<file path="src/rtl/uart_rx_line_buffer.sv">
// Byte FIFO behind the UART receiver: counts stored line terminators and drops
// the tail of any line that overflows, so the consumer never sees merged lines.
module uart_rx_line_buffer #(
  parameter int         DEPTH  = 16,
  parameter int         ADDR_W = 4,
  parameter logic [7:0] TERM   = 8'h0A
) (
  input  logic              clk,
  input  logic              reset_n,
  input  logic [7:0]        rx_data,
  input  logic              rx_done,
  input  logic              rd_en,
  input  logic              clr_overflow,
  output logic [7:0]        rd_data,
  output logic              rd_valid,
  output logic              empty,
  output logic              full,
  output logic [ADDR_W:0]   line_count,
  output logic              overflow
);

  localparam logic [ADDR_W:0] DEPTH_C = (ADDR_W+1)'(DEPTH);

  typedef enum logic {NORMAL, DISCARD} wr_state_e;

  wr_state_e         state_q, state_d;
  logic [7:0]        mem_q [DEPTH];
  logic [ADDR_W-1:0] wr_ptr_q, wr_ptr_d, rd_ptr_q, rd_ptr_d;
  logic [ADDR_W:0]   count_q, count_d, lines_q, lines_d;
  logic              empty_q, full_q, ovf_q, ovf_d, rd_valid_q;
  logic [7:0]        rd_data_q, rd_data_d;
  logic              is_term, head_term, wr_acc, rd_acc, drop;

  always_comb begin
    is_term   = (rx_data == TERM);
    head_term = (mem_q[rd_ptr_q] == TERM);
    // In DISCARD only a terminator may be stored, closing the truncated line.
    wr_acc    = rx_done && !full_q && ((state_q == NORMAL) || is_term);
    drop      = rx_done && !wr_acc;
    rd_acc    = rd_en && !empty_q;

    state_d = state_q;
    if (rx_done) begin
      case (state_q)
        NORMAL:  if (full_q) state_d = DISCARD;
        DISCARD: if (is_term && !full_q) state_d = NORMAL;
        default: state_d = NORMAL;
      endcase
    end

    wr_ptr_d  = wr_ptr_q + ADDR_W'(wr_acc);
    rd_ptr_d  = rd_ptr_q + ADDR_W'(rd_acc);
    count_d   = count_q + (ADDR_W+1)'(wr_acc) - (ADDR_W+1)'(rd_acc);
    lines_d   = lines_q + (ADDR_W+1)'(wr_acc && is_term)
                        - (ADDR_W+1)'(rd_acc && head_term);
    rd_data_d = rd_acc ? mem_q[rd_ptr_q] : rd_data_q;

    // Tail bytes of a discarded line do not re-raise the flag; set beats clear.
    ovf_d = ovf_q;
    if (drop && ((state_q == NORMAL) || is_term)) ovf_d = 1'b1;
    else if (clr_overflow)                         ovf_d = 1'b0;
  end

  always_ff @(posedge clk or negedge reset_n) begin
    if (!reset_n) begin
      state_q    <= NORMAL;
      wr_ptr_q   <= '0;
      rd_ptr_q   <= '0;
      count_q    <= '0;
      lines_q    <= '0;
      empty_q    <= 1'b1;
      full_q     <= 1'b0;
      ovf_q      <= 1'b0;
      rd_valid_q <= 1'b0;
      rd_data_q  <= '0;
    end else begin
      state_q    <= state_d;
      wr_ptr_q   <= wr_ptr_d;
      rd_ptr_q   <= rd_ptr_d;
      count_q    <= count_d;
      lines_q    <= lines_d;
      empty_q    <= (count_d == '0);
      full_q     <= (count_d == DEPTH_C);
      ovf_q      <= ovf_d;
      rd_valid_q <= rd_acc;
      rd_data_q  <= rd_data_d;
    end
  end

  always_ff @(posedge clk) begin
    if (wr_acc) mem_q[wr_ptr_q] <= rx_data;
  end

  assign rd_data    = rd_data_q;
  assign rd_valid   = rd_valid_q;
  assign empty      = empty_q;
  assign full       = full_q;
  assign line_count = lines_q;
  assign overflow   = ovf_q;

endmodule
</file>
<file path="config.mk">
export PLATFORM = sky130hd
export DESIGN_NAME = uart_rx_line_buffer
export DESIGN_NICKNAME = d
export VERILOG_FILES = /design/src/rtl/uart_rx_line_buffer.sv
export SDC_FILE = /design/constraint.sdc
export NUM_CORES = 1
export LEC_CHECK = 0
export ABC_AREA = 1
export BUFFER_PORTS_ARGS = -buffer_cell sky130_fd_sc_hd__buf_2
export CAP_MARGIN = 30
export CELL_PAD_IN_SITES_DETAIL_PLACEMENT = 1
export CELL_PAD_IN_SITES_GLOBAL_PLACEMENT = 2
export CORE_ASPECT_RATIO = 0.5
export CORE_MARGIN = 5
export CORE_UTILIZATION = 45
export DETAILED_ROUTE_END_ITERATION = 6
export HOLD_SLACK_MARGIN = 0.08
export PLACE_DENSITY = 0.88
export SLEW_MARGIN = 20
export SYNTH_ARGS = -nofsm -noshare
export SYNTH_HDL_FRONTEND = slang
export SYNTH_SLANG_ARGS = --single-unit
</file>
<file path="constraint.sdc">
create_clock -name clk -period 4.65 [get_ports clk]
set_input_delay 0.2325 -clock clk [delete_from_list [all_inputs] [get_ports clk]]
set_output_delay 0.2325 -clock clk [all_outputs]
set_load 0.02 [all_outputs]
</file>
==> Flow_metrics.wiki <==
{| class="wikitable"
! Metric !! Value
|-
| Result of the run || completed
|-
| Leakage Power || approximately 3.1 nW
|-
| Setup-failing EPs final || 0
|-
| Sequential power share || 38.1%
|-
| Combined flip-flop and latch cell area || about 4600 um2
|-
| Layout net count || 664
|-
| Relative slew slack || between 30% and 40%
|-
| Layout cell share with drive strength beyond 1 || between 10% and 20%
|-
| Count of cell types in the netlist || 31
|-
| GRT Resource Usage Total || 21.8%
|-
| CP Launch Type || flop
|-
| Initial core utilization || 46.2%
|-
| Maximum vdd ir drop || 325 uV
|-
| Port buffer count || 29
|-
| Width of the die || 183 um
|-
| Area occupied by multi-input gates || 1820 um2
|-
| Post-cts repair resize count || 0
|-
| Mapped cell area || 6720 um2
|-
| Number of global-route vias before repair || 4977
|-
| Worst Setup End Kind || flop
|-
| Critical Path Fanout Max || 39
|-
| Hold Path Class || in2reg
|-
| Placement row count || 31
|-
| Vias per Instance || between 5 and 6
|-
| Clock tree from TritonCTS || done
|-
| Area growth from synthesis to final layout || 15.3%
|-
| Antenna diode count || 0
|-
| Number of design-rule violations left by the first detailed-router iteration || 296
|-
| Clk Latency, worst-skew pair || around 430 ps
|-
| Combinational fraction of design power || between 30 and 40%
|-
| Internal power contribution || 3.08 mW
|-
| Number of max-capacitance violations reported || 0
|-
| Biggest area consumer among synthesized cells || edfxtp_1
|-
| Place WS || ~1100 ps
|-
| Maximum clock skew at final layout || 8.20 ps
|-
| Overflow left after global routing || 0
|-
| Max Transition Viols Final || 0
|-
| Biggest area contributors in the synthesized netlist || edfxtp_1 (57%), dfrtp_1 (11%), nand2_1 (7.9%)
|-
| Transition time at the pin with the least slew margin || 934 ps
|-
| Fraction of power consumed by the clock network || 29.6%
|-
| Crit path time final || about 3600 ps
|-
| Commonest cells after routing, fill and taps aside || nand2_1 (141), edfxtp_1 (128), nor2_1 (81)
|-
| Drt pass-1 iters || 5
|-
| Setup bufs post-CTS || 0
|-
| Min setup slack post-route || 1010 ps
|-
| Sequential-to-total area share from yosys stat || 68.8%
|-
| Mapped Cells || 596
|-
| Leading cell type in the layout, fill and taps excluded || nand2_1
|-
| Area enclosed by the die boundary || between 15000 and 20000 um2
|-
| GPL Wtd Cong || roughly 0.84
|-
| Power density normalized to cell area || 647 nW/um2
|-
| TritonCTS buffer count || 17
|-
| Switching pwr || 1.93 mW
|-
| Synthesis warning total || 0
|-
| Root Driver || clkbuf_16
|-
| Largest net degree at the start of global routing || 40
|-
| Number of nets still failing antenna checks after routing || 0
|-
| Number of buffers added to fix hold violations after cts || 3
|-
| Critical Setup Path Class || reg2reg
|-
| Area of the core || 14500 um2
|-
| Number of hold-slack violations in the final timing report || 0
|-
| Syn nets || 625
|-
| Part of the cycle the worst path needs || 78.2%
|-
| Maximum number of buffers from clock root to sink || 2
|-
| Data arrival, critical path || 3950 ps
|-
| DP HPWL || approximately 11000 um
|-
| Global-route wire length before repair || 28200 um
|-
| Cell depth of the worst hold path || 3
|-
| Share of total power consumed by net switching || 38.6%
|-
| Total Negative Setup Slacks || 0 ps
|-
| Total length of routed wires || around 18000 um
|-
| Total via count after detailed routing || 4577
|-
| Post-detailed-route DRC marker count || 0
|-
| Area fraction of the dominant cell type after synthesis || 57.2%
|-
| Depth of the worst register-to-register path || 17
|-
| Number of sinks on the clock net || 159
|-
| Height of the die || 96.4 um
|-
| Synthesized area divided by synthesized cell count || 11.3 um2
|-
| Data required time at the worst endpoint || slightly below 5000 ps
|-
| Max Freq || 275 MHz
|-
| Initial antenna violation count || 0
|-
| Count of state elements after synthesis || 159
|-
| Clock transition at path regs || 60 ps
|-
| Average wire per standard cell || 21.1 um
|-
| Count of pins on the block boundary || 30
|-
| RSZ-0062 raised after global routing || no
|-
| Total number of H-tree levels || 4
|-
| Fill cell count || 1537
|}
## flip-flops by register name (all words and copies together) (netlist names)
| name | cells |
|---|---|
| overflow | 1 |
| rd_ptr_q | 4 |
| full | 1 |
| mem_q | 128 |
| state_q | 1 |
| wr_ptr_q | 4 |
| count_q | 5 |
| empty | 1 |
| line_count | 5 |
| rd_data | 8 |
| rd_valid | 1 |
## area by class of cell
type	instances	share of cell area, %
sequential	159	59.7
tap	198	3.20
multi-input combinational	366	23.5
inverter	49	2.39
clock inverter	15	2.49
clock buffer	17	5.49
timing repair buffer	42	3.20
## critical path, cell delays in order (launching register included)
cell and delay, ps:
dfrtp_2 850, buf_4 510, nand2_1 110, nand3_1 110
nand2_1 70, nor2_1 170, nand2_1 180, nand2_1 100
nor2_1 50, nand3_1 60, nor2_1 70, ha_1 280
inv_1 40, ha_1 190, fa_1 410, nand3_1 110
nand2_1 60, xor2_1 140
## metal layers
metal  global-route usage (%)  wire length [um]
met4                     6.18               245
met2                     35.9              8410
met3                     5.46              1260
met1                     29.2              7970
met5                        0                 0
## cell families after synthesis
group           count (synthesis)  synth area share (%)
buf+inv                        71                  4.45
xor+xnor                       12                  1.57
flops                         159                  68.8
compound gates                 59                  4.96
fa+ha+maj                      16                  3.20
simple gates                  279                  17.0
## path summary, 6_finish.rpt
check                                 startpoint                      end  slack (ps)
max                        rd_ptr_q[0]$_DFF_PN0_  line_count[4]$_DFF_PN0_        1010
min                                      rx_done      state_q$_DFFE_PN0P_         100
max reg2reg                rd_ptr_q[0]$_DFF_PN0_  line_count[4]$_DFF_PN0_        1010
min reg2reg                 count_q[0]$_DFF_PN0_     count_q[0]$_DFF_PN0_         510
max in group asynchronous                reset_n    rd_ptr_q[0]$_DFF_PN0_        3690
min in group asynchronous                reset_n   rd_data[3]$_DFFE_PN0P_         430
## power by group through the flow
stage               Sequential [mW]  Clock, mW  Combinational, mW
finish                         1.91       1.48               1.62
global route                   1.93       1.57               1.81
CTS                            1.90       1.50               1.63
detailed placement             1.93          0               1.59
global placement               1.92          0               1.53
floorplan                      1.87          0               1.10
## synthesized netlist by cell type
cell	count
nand2_1	141
edfxtp_1	128
nor2_1	81
inv_1	44
nand3_1	42
dfrtp_1	30
o21ai_0	27
a21oi_1	16
ha_1	14
buf_2	13
xor2_1	9
clkbuf_1	7
o211ai_1	6
a21oi_2	4
a31oi_1	4
nor3_1	4
nor4_1	4
inv_2	3
nand2_2	3
xnor2_1	3
buf_6	2
fa_1	2
a21boi_0	1
clkinv_1	1
clkinv_2	1
dfstp_2	1
nand3_2	1
nand3b_1	1
nand4_1	1
nor2_4	1
o21ai_1	1
## stage by stage
step	util, %	cell area [um2]	std cells	hold WS, ps	total power, mW
2_1_floorplan	-	6720	596	-63.1	2.97
3_3_place_gp	48.6	7080	810	336	3.45
3_5_place_dp	48.7	7090	811	342	3.52
4_1_cts	53.2	7730	846	88.9	5.03
5_1_grt	53.2	7740	846	119	5.30
6_report	53.2	7740	846	98.5	5.01
No activity file was read; power rests on OpenSTA's default activity.
